$ cat config.mk
export PLATFORM = sky130hd
export DESIGN_NAME = gpio_bank
export DESIGN_NICKNAME = d
export VERILOG_FILES = /design/src/rtl/gpio_pkg.sv /design/src/rtl/gpio_sync.sv /design/src/rtl/gpio_bank.sv
export SDC_FILE = /design/constraint.sdc
export NUM_CORES = 1
export LEC_CHECK = 0
export BUFFER_PORTS_ARGS = -buffer_cell sky130_fd_sc_hd__buf_2
export CAP_MARGIN = 10
export CORE_UTILIZATION = 58
export DETAILED_ROUTE_END_ITERATION = 8
export HOLD_SLACK_MARGIN = 0.06
export PLACE_DENSITY = 0.78
export RECOVER_POWER = 25
export SYNTH_ARGS = -nofsm -noshare
export SYNTH_HDL_FRONTEND = slang
export SYNTH_SLANG_ARGS = --single-unit
export TNS_END_PERCENT = 100
$ cat constraint.sdc
create_clock -name clk -period 2 [get_ports clk]
set_input_delay 0.2 -clock clk [delete_from_list [all_inputs] [get_ports clk]]
set_output_delay 0.2 -clock clk [all_outputs]
set_load 0.01 [all_outputs]
$ cat src/rtl/gpio_pkg.sv
// Register map and address-split helpers shared by the GPIO bank and its
// per-port synchroniser.
package gpio_pkg;

  localparam int REG_BITS  = 3;
  localparam int DATA_BITS = 8;

  localparam logic [2:0] REG_ODR = 3'd0;
  localparam logic [2:0] REG_DDR = 3'd1;
  localparam logic [2:0] REG_IDR = 3'd2;
  localparam logic [2:0] REG_REN = 3'd3;
  localparam logic [2:0] REG_FEN = 3'd4;
  localparam logic [2:0] REG_IFR = 3'd5;
  localparam logic [2:0] REG_ODE = 3'd6;
  localparam logic [2:0] REG_RSV = 3'd7;

  // Width of the port-index field above the register offset.
  function automatic int port_bits(input int nports);
    return $clog2(nports);
  endfunction

  // Total register address width for a bank of nports ports.
  function automatic int addr_bits(input int nports);
    return port_bits(nports) + REG_BITS;
  endfunction

endpackage

$ cat src/rtl/gpio_sync.sv
// Pad input synchroniser with rise/fall detection on the last stage versus
// a one-cycle-delayed copy of it.
module gpio_sync
  import gpio_pkg::*;
#(
  parameter int WIDTH  = 8,
  parameter int STAGES = 2
) (
  input  logic             clk,
  input  logic             rst_n,
  input  logic [WIDTH-1:0] din,
  output logic [WIDTH-1:0] sync,
  output logic [WIDTH-1:0] rise,
  output logic [WIDTH-1:0] fall
);

  logic [STAGES-1:0][WIDTH-1:0] stage_r;
  logic [WIDTH-1:0]             prev_r;

  // Synchroniser chain plus the delayed copy used for edge comparison.
  always_ff @(posedge clk) begin
    if (!rst_n) begin
      stage_r <= {(STAGES*WIDTH){1'b0}};
      prev_r  <= {WIDTH{1'b0}};
    end else begin
      stage_r[0] <= din;
      for (int i = 1; i < STAGES; i++) begin
        stage_r[i] <= stage_r[i-1];
      end
      prev_r <= stage_r[STAGES-1];
    end
  end

  assign sync = stage_r[STAGES-1];
  assign rise = stage_r[STAGES-1] & ~prev_r;
  assign fall = ~stage_r[STAGES-1] & prev_r;

endmodule

$ cat src/rtl/gpio_bank.sv
// Multi-port GPIO bank: per-port output/direction/open-drain control,
// synchronised inputs and edge-triggered interrupt flags.
module gpio_bank
  import gpio_pkg::*;
#(
  parameter int NPORTS      = 3,
  parameter int WIDTH       = 8,
  parameter int SYNC_STAGES = 2
) (
  input  logic                      clk,
  input  logic                      power_on_reset_n,
  input  logic [$clog2(NPORTS)+2:0] addr,
  input  logic [7:0]                dwrite,
  input  logic                      write_en,
  input  logic                      read_en,
  output logic [7:0]                dread,
  input  logic [NPORTS*WIDTH-1:0]   pins_i,
  output logic [NPORTS*WIDTH-1:0]   pins_o,
  output logic [NPORTS*WIDTH-1:0]   pins_oe,
  output logic                      irq
);

  localparam int AW = addr_bits(NPORTS);
  localparam int NW = NPORTS * WIDTH;
  localparam logic [AW-1:0] NPORTS_A = AW'(NPORTS);
  localparam logic [2:0]    BLANK_L  = 3'(SYNC_STAGES + 1);

  logic [NPORTS-1:0][WIDTH-1:0] odr_r, ddr_r, ren_r, fen_r, ifr_r, ode_r;
  logic [NPORTS-1:0][WIDTH-1:0] odr_n, ddr_n, ren_n, fen_n, ifr_n, ode_n;
  logic [NPORTS-1:0][WIDTH-1:0] idr_s, rise_s, fall_s;

  logic [AW-1:0]  port_s;
  logic [2:0]     reg_s;
  logic           port_ok_s;
  logic [7:0]     rdata_s;
  logic [7:0]     dread_r;
  logic           irq_r;
  logic [NW-1:0]  pins_o_r, pins_oe_r, pins_o_n, pins_oe_n;
  logic [2:0]     blank_r;
  logic           armed_s;

  for (genvar p = 0; p < NPORTS; p++) begin : g_port
    gpio_sync #(
      .WIDTH  (WIDTH),
      .STAGES (SYNC_STAGES)
    ) u_sync (
      .clk   (clk),
      .rst_n (power_on_reset_n),
      .din   (pins_i[p*WIDTH +: WIDTH]),
      .sync  (idr_s[p]),
      .rise  (rise_s[p]),
      .fall  (fall_s[p])
    );
  end

  assign port_s    = addr >> REG_BITS;
  assign reg_s     = addr[2:0];
  assign port_ok_s = (port_s < NPORTS_A);

  // Edges are ignored until the synchroniser has refilled after reset,
  // so pads already high at release do not raise flags.
  assign armed_s = (blank_r == BLANK_L);

  // Post-reset blanking counter, saturating once the window has elapsed.
  always_ff @(posedge clk) begin
    if (!power_on_reset_n) begin
      blank_r <= 3'd0;
    end else if (blank_r != BLANK_L) begin
      blank_r <= blank_r + 3'd1;
    end else begin
      blank_r <= blank_r;
    end
  end

  // Next-state for the control registers; edge set is applied after the
  // write-1-to-clear so that a simultaneous set wins.
  always_comb begin
    odr_n = odr_r;
    ddr_n = ddr_r;
    ren_n = ren_r;
    fen_n = fen_r;
    ifr_n = ifr_r;
    ode_n = ode_r;
    for (int p = 0; p < NPORTS; p++) begin
      if (write_en && port_ok_s && (port_s == AW'(p))) begin
        case (reg_s)
          REG_ODR: odr_n[p] = dwrite[WIDTH-1:0];
          REG_DDR: ddr_n[p] = dwrite[WIDTH-1:0];
          REG_REN: ren_n[p] = dwrite[WIDTH-1:0];
          REG_FEN: fen_n[p] = dwrite[WIDTH-1:0];
          REG_IFR: ifr_n[p] = ifr_r[p] & ~dwrite[WIDTH-1:0];
          REG_ODE: ode_n[p] = dwrite[WIDTH-1:0];
          default: odr_n[p] = odr_r[p];
        endcase
      end else begin
        ifr_n[p] = ifr_r[p];
      end
      if (armed_s) begin
        ifr_n[p] = ifr_n[p] | (rise_s[p] & ren_r[p]) | (fall_s[p] & fen_r[p]);
      end else begin
        ifr_n[p] = ifr_n[p];
      end
    end
  end

  // Pad drive computed from next-state so the registered pads follow a
  // write in the very next cycle.
  always_comb begin
    pins_o_n  = {NW{1'b0}};
    pins_oe_n = {NW{1'b0}};
    for (int p = 0; p < NPORTS; p++) begin
      pins_o_n[p*WIDTH +: WIDTH]  = odr_n[p] & ~ode_n[p];
      pins_oe_n[p*WIDTH +: WIDTH] = ddr_n[p] & ~(ode_n[p] & odr_n[p]);
    end
  end

  // Read mux; unmapped ports and the reserved offset return zero.
  always_comb begin
    rdata_s = 8'h00;
    for (int p = 0; p < NPORTS; p++) begin
      if (port_ok_s && (port_s == AW'(p))) begin
        case (reg_s)
          REG_ODR: rdata_s[WIDTH-1:0] = odr_r[p];
          REG_DDR: rdata_s[WIDTH-1:0] = ddr_r[p];
          REG_IDR: rdata_s[WIDTH-1:0] = idr_s[p];
          REG_REN: rdata_s[WIDTH-1:0] = ren_r[p];
          REG_FEN: rdata_s[WIDTH-1:0] = fen_r[p];
          REG_IFR: rdata_s[WIDTH-1:0] = ifr_r[p];
          REG_ODE: rdata_s[WIDTH-1:0] = ode_r[p];
          default: rdata_s = 8'h00;
        endcase
      end else begin
        rdata_s = rdata_s;
      end
    end
  end

  // Architectural state, registered outputs and read data.
  always_ff @(posedge clk) begin
    if (!power_on_reset_n) begin
      odr_r     <= {NW{1'b0}};
      ddr_r     <= {NW{1'b0}};
      ren_r     <= {NW{1'b0}};
      fen_r     <= {NW{1'b0}};
      ifr_r     <= {NW{1'b0}};
      ode_r     <= {NW{1'b0}};
      pins_o_r  <= {NW{1'b0}};
      pins_oe_r <= {NW{1'b0}};
      dread_r   <= 8'h00;
      irq_r     <= 1'b0;
    end else begin
      odr_r     <= odr_n;
      ddr_r     <= ddr_n;
      ren_r     <= ren_n;
      fen_r     <= fen_n;
      ifr_r     <= ifr_n;
      ode_r     <= ode_n;
      pins_o_r  <= pins_o_n;
      pins_oe_r <= pins_oe_n;
      irq_r     <= |(ifr_r & (ren_r | fen_r));
      if (read_en) begin
        dread_r <= rdata_s;
      end else begin
        dread_r <= dread_r;
      end
    end
  end

  assign dread   = dread_r;
  assign irq     = irq_r;
  assign pins_o  = pins_o_r;
  assign pins_oe = pins_oe_r;

endmodule

### After elaboration in Yosys (flattened, before gate mapping)

Cells that the tools add are included.

| word-level totals | value |
|---|---|
| register bits | 276 |
| bits of input ports | 41 |
| output and inout bits | 57 |

| cells by class | value |
|---|---|
| $add $sub $neg | 1 |
| order comparisons | 1 |
| equality and inequality tests | 10 |
| multiplexer cells | 33 |
| bitwise gates (word level) | 45 |
| reductions and logical operators | 16 |

Operator list:

| cell | number |
|---|---|
| $mux 8 | 30 |
| $and 8x8->8 | 24 |
| $pmux 8 s7 | 3 |
| $not 8->8 | 13 |
| $or 8x8->8 | 6 |
| $and 24x24->24 | 1 |
| $or 24x24->24 | 1 |
| $reduce_or 24->1 | 1 |
| $reduce_and 2->1 | 6 |
| $eq 3x2->1 const B | 3 |
| $eq 3x3->1 const B | 3 |
| $logic_and 1x1->1 | 7 |
| $logic_not 5->1 | 1 |
| $add 3x1->3 const B | 1 |
| $eq 3x1->1 const B | 1 |
| $logic_not 3->1 | 1 |
| $ne 3x2->1 const B | 1 |
| $eq 2x1->1 const B | 1 |
| $eq 2x2->1 const B | 1 |
| $lt 2x2->1 const B | 1 |

### Depth between registers and ports, before layout

| depth | value |
|---|---|
| word-level depth | 7 |
| depth in mapped cells | 8 |

### Modules after synthesis

Synthesis repeated with hierarchy kept, for this count alone.

| second synthesis, totals | value |
|---|---|
| cells, all modules | 1224 |
| area total of the unflattened synthesis | 12011.5 µm² |

Modules (own cells, without submodules):

| module | instances | cells each | area an instance (µm²) | sequential area each (µm²) |
|---|---|---|---|---|
| gpio_bank | 1 | 1002 | 9537.9 | 4083.9 |
| gpio_sync | 3 | 74 | 824.5 | 480.5 |

### Worst setup path before layout

No wires, ideal clock.

| path | value |
|---|---|
| path kind | input -> register |
| start | input addr[2] |
| end | register dread_r[5] (netlist: dread[5]) |
| library setup time | 0.130 ns |
| arrival time | 1.518 ns |
| data required time | 1.870 ns |
| slack | 0.352 ns |
| stages on the path | 8 |
| buffers on the path | 3 |
| cell sequence | buf_2 > buf_6 > buf_4 > mux2_1 > a21oi_1 > o221ai_1 > a32oi_1 > o31ai_1 |

| between the ends | value |
|---|---|
| word-level cells in the longest chain between the ends | 5 |
| elaborated cells between the ends (all ways) | 13 |
| those cells by class | eq/ne: 6; mux: 6; reduce/logical: 1 |

Ends and longest elaborated chain:

| element | RTL line | text |
|---|---|---|
| from (decl) | gpio_bank.sv:12 | `input logic [$clog2(NPORTS)+2:0] addr,` |
| $eq 3x3->1, or another cell as far along | gpio_bank.sv:122 | `case (reg_s)` |
| $pmux 8 s7 | gpio_bank.sv:122 |  |
| $mux 8 (2 in a row) | gpio_bank.sv:121 | `if (port_ok_s && (port_s == AW'(p))) begin` |
| $mux 8 (*) | gpio_bank.sv:121 |  |
| to (signal assigned) | gpio_bank.sv:162 | `dread_r <= rdata_s;` |
| to (signal assigned) | gpio_bank.sv:164 | `dread_r <= dread_r;` |
| to (decl) | gpio_bank.sv:36 | `logic [7:0] dread_r;` |

Every way passes the cells marked *; elsewhere a longest branch is shown, timed or not.
A chain may end at the register's enable or synchronous reset.

### Final worst setup path

| path | value |
|---|---|
| start | register fen_r[5] in the netlist's numbering |
| end | register irq_r (netlist: irq) |

| between the ends | value |
|---|---|
| word-level cells in the longest chain between the ends | 3 |

Ends and longest elaborated chain:

| element | RTL line | text |
|---|---|---|
| from (decl) | gpio_bank.sv:28 | `logic [NPORTS-1:0][WIDTH-1:0] odr_r, ddr_r, ren_r, fen_r, ifr_r, ode_r;` |
| from (signal assigned) | gpio_bank.sv:144 | `fen_r <= {NW{1'b0}};` |
| from (signal assigned) | gpio_bank.sv:155 | `fen_r <= fen_n;` |
| $or 24x24->24 | gpio_bank.sv:160 | `irq_r <= \|(ifr_r & (ren_r \| fen_r));` |
| $and 24x24->24 | gpio_bank.sv:160 |  |
| $reduce_or 24->1 | gpio_bank.sv:160 |  |
| to (signal assigned) | gpio_bank.sv:160 |  |
| to (decl) | gpio_bank.sv:37 | `logic irq_r;` |

No other way between the ends.

==> results by group <==
Run status
  – Outcome: finished, final reports clean

Pwr
  – Lkg Pwr: 0.00565 uW
  – Power per Cell Area: 888 mW/mm^2
  – Final Power: 12300 uW
  – Maximum VDD drop: 0.657 mV

Setup path
  – Crit. End Element: register
  – Required @ worst endpoint: 2.41 ns
  – Worst reg2reg startpoint: fen_r[5]$_SDFFE_PN0P_
  – Critical R2R Capture: irq$_SDFF_PN0_
  – Worst EP arrival: 2.29 ns
  – Register-to-register setup slack: 0.12 ns
  – CP Max Fanout: 4
  – Startpoint Class: register
  – Worst Reg2Reg Path Length in Cells: 4
  – Crit Path Category: reg -> reg

Clocking
  – Root buffer cell: clkbuf_16
  – CTS buffer count: 27
  – H-tree lvl count: 1
  – Skew-Pair Late Insertion Delay: 0.55 ns
  – CTS tree: done
  – Post-CTS Resized: 0
  – Register clock-pin slew on the reported worst setup and hold paths: 0.07 ns
  – Clk sink count: 276
  – Max Buffers Root-to-Sink: 3

Floorplanning
  – Full die area: 0.0206 mm^2
  – Die Wd: 143 um
  – # rows: 51
  – Height of the chip: 143 um
  – Initial Utilization: 59.4%
  – Core ar.: 0.0195 mm^2
  – I/O pin cnt: 98

Global route
  – Gr ovfl total: 0
  – Vias in the first global route: 8839
  – Global-route wire length before repair: 49900 um
  – Initial antenna violation count: 0
  – Gr usage total: 31.8%
  – Largest net degree at the start of global routing: 129

Logic synthesis
  – Number of synthesized flops with an enable pin: 0
  – Main combinational cell family by area after synthesis: simple AND/OR/NAND/NOR gates
  – Asr flop ratio synth: 0%
  – FF+latch count, synth: 276
  – Average size of a mapped cell: 9.67 um^2
  – Top cells by area, synth: dfxtp_1 48%, mux2i_1 9.6%, nor2b_1 7.0%, and2_1 5.5%, nor2_1 3.4%
  – Leading area contributor after synthesis: dfxtp_1
  – Sequential element share of the synthesized area: 47.7%
  – Area share of the largest cell type after synthesis: 47.7%
  – Cells after synthesis: 1199
  – Adder-cell share of the synthesized area: 0.216%
  – Post-synthesis mux area share: 13.1%
  – XOR/XNOR Fraction of Synth Area: 0.0756%
  – Simple-gate share of the synthesized area: 22.8%
  – Synthesized cell area: 0.0116 mm^2
  – Post-synth net total: 1242
  – Ys flop type: dfxtp_1
  – Compound-Gate Fraction of Synth Area: 12.8%
  – Synth warnings: 0
  – Synth cell types: 58

STA
  – Fin. max-slew vios: 0
  – Max Fclk: 532 MHz
  – Final setup TNS: 0 ns
  – Final Critical Period: 1.88 ns
  – Final worst path period share: 94.0%
  – Final-report setup violation count: 0
  – Final clock skew: 0.0240 ns
  – Worst-margin pin slew: 0.777 ns
  – RSZ-0062 raised after global routing: false
  – Slew headroom: 48.2%
  – WHS: 0.126 ns
  – Hold violation count in the final report: 0
  – Setup ws final: 0.119 ns

Layout
  – Multi-input logic area: 0.00568 mm^2
  – Nets: 1364
  – Ant. Diodes: 0
  – Reg area: 0.00553 mm^2
  – Share of layout cells above drive strength 1: 17.4%
  – Fillers: 1482
  – Synth-to-Final Area Change: 19.2%

Hold path
  – Hold WC Path Type: in -> reg
  – Hold Path Cell Cnt: 3
  – Hold Startpoint: addr[3]
  – Hold path endpoint: dread[5]$_SDFFE_PN0P_

Drt
  – Remaining DRCs: 0
  – Initial drt markers: 917
  – Post-route ant nets: 0
  – Vias: 9415
  – Detailed-route wire length: 32000 um
  – Post-DR vias/cell: 5.86
  – Pre-antenna DRT Iters: 5
  – WL/cell: 19.9 um

Place
  – Detail Placement HPWL: 21700 um
  – Port Buffers: 97
  – GP Congestion: 0.983
  – DP Worst Slack: 0.0618 ns

Flow run
  – MaxCap Viol Count: 0
-- power breakdown --
| group | internal (uW) | leakage, uW | switching, uW |
|---|---|---|---|
| clock | 3590 | 0.000504 | 2190 |
| combinational | 344 | 0.00291 | 462 |
| sequential | 5600 | 0.00224 | 72.9 |
-- per-stage QoR --
| stage | std cells | util, % | area [um^2] |
|---|---|---|---|
| 2_1_floorplan | 1199 | - | 11600 |
| 3_3_place_gp | 1533 | 64.4 | 12600 |
| 3_5_place_dp | 1533 | 64.4 | 12600 |
| 4_1_cts | 1607 | 70.9 | 13800 |
| 5_1_grt | 1607 | 70.8 | 13800 |
| 6_report | 1607 | 70.8 | 13800 |
-- worst max path at each step --
stage / to / cells past startpoint / from
CTS: irq$_SDFF_PN0_ / 4 / fen_r[5]$_SDFFE_PN0P_
global placement: pins_oe[15]$_SDFF_PN0_ / 7 / addr[2]
detailed placement: pins_oe[9]$_SDFF_PN0_ / 7 / addr[2]
finish: irq$_SDFF_PN0_ / 4 / fen_r[5]$_SDFFE_PN0P_
global route: irq$_SDFF_PN0_ / 4 / fen_r[5]$_SDFFE_PN0P_
floorplan: dread[5]$_SDFFE_PN0P_ / 8 / addr[2]
-- cell type report --
| cell class | instances | area share, % |
|---|---|---|
| clock inverter | 18 | 2.18 |
| tap | 265 | 2.40 |
| sequential | 276 | 40.0 |
| multi-input combinational | 838 | 41.1 |
| clock buffer | 32 | 5.17 |
| timing repair buffer | 172 | 8.95 |
| inverter | 6 | 0.163 |
-- critical path: stages, from the launching register on --
cell     delay [ns]
dfxtp_1        0.33
o21ai_0        0.37
nand4_1        0.18
or4_1          0.56
o31a_1         0.32
-- layout by cell type (no fill, tap or decap), types with 38 or more instances in the layout --
master,instances
and2_0,40
dfxtp_1,276
a22oi_1,42
buf_2,95
and2_1,62
nor2_1,105
mux2i_1,111
buf_4,38
o21ai_0,70
nor2b_1,130
nand2_1,66
-- cell usage after synthesis, drive strengths merged (12+ instances only) --
master and n:
mux2i 111, o21ai 71, nand2 67, o31a 17, and3 12, a22oi 42
mux2 24, dfxtp 276, nor2b 130, nor2 109, and2 102, nand3b 27
clkbuf 50, buf 29
-- routing by layer --
layer	vias to the layer above	routed length, um	global-route usage (%)
met5	-	0	0
met4	0	1270	12.9
met3	69	2440	4.73
met2	419	14400	50.1
met1	4508	13900	43.5
li1	4419	-	-
-- cell families (layout without fill, tap and decap cells) --
family / after synthesis / after routing
simple gates: 479 / 479
fa+ha+maj: 2 / 2
flops: 276 / 276
xor+xnor: 1 / 1
compound gates: 215 / 215
mux: 141 / 141
buf+inv: 85 / 228
-- repair_timing --
item                      CTS  global route
buffers inserted            0             0
hold endpoints to repair   24             0
hold buffers               24             0
Note: power is estimated with default switching activity, not from simulation.
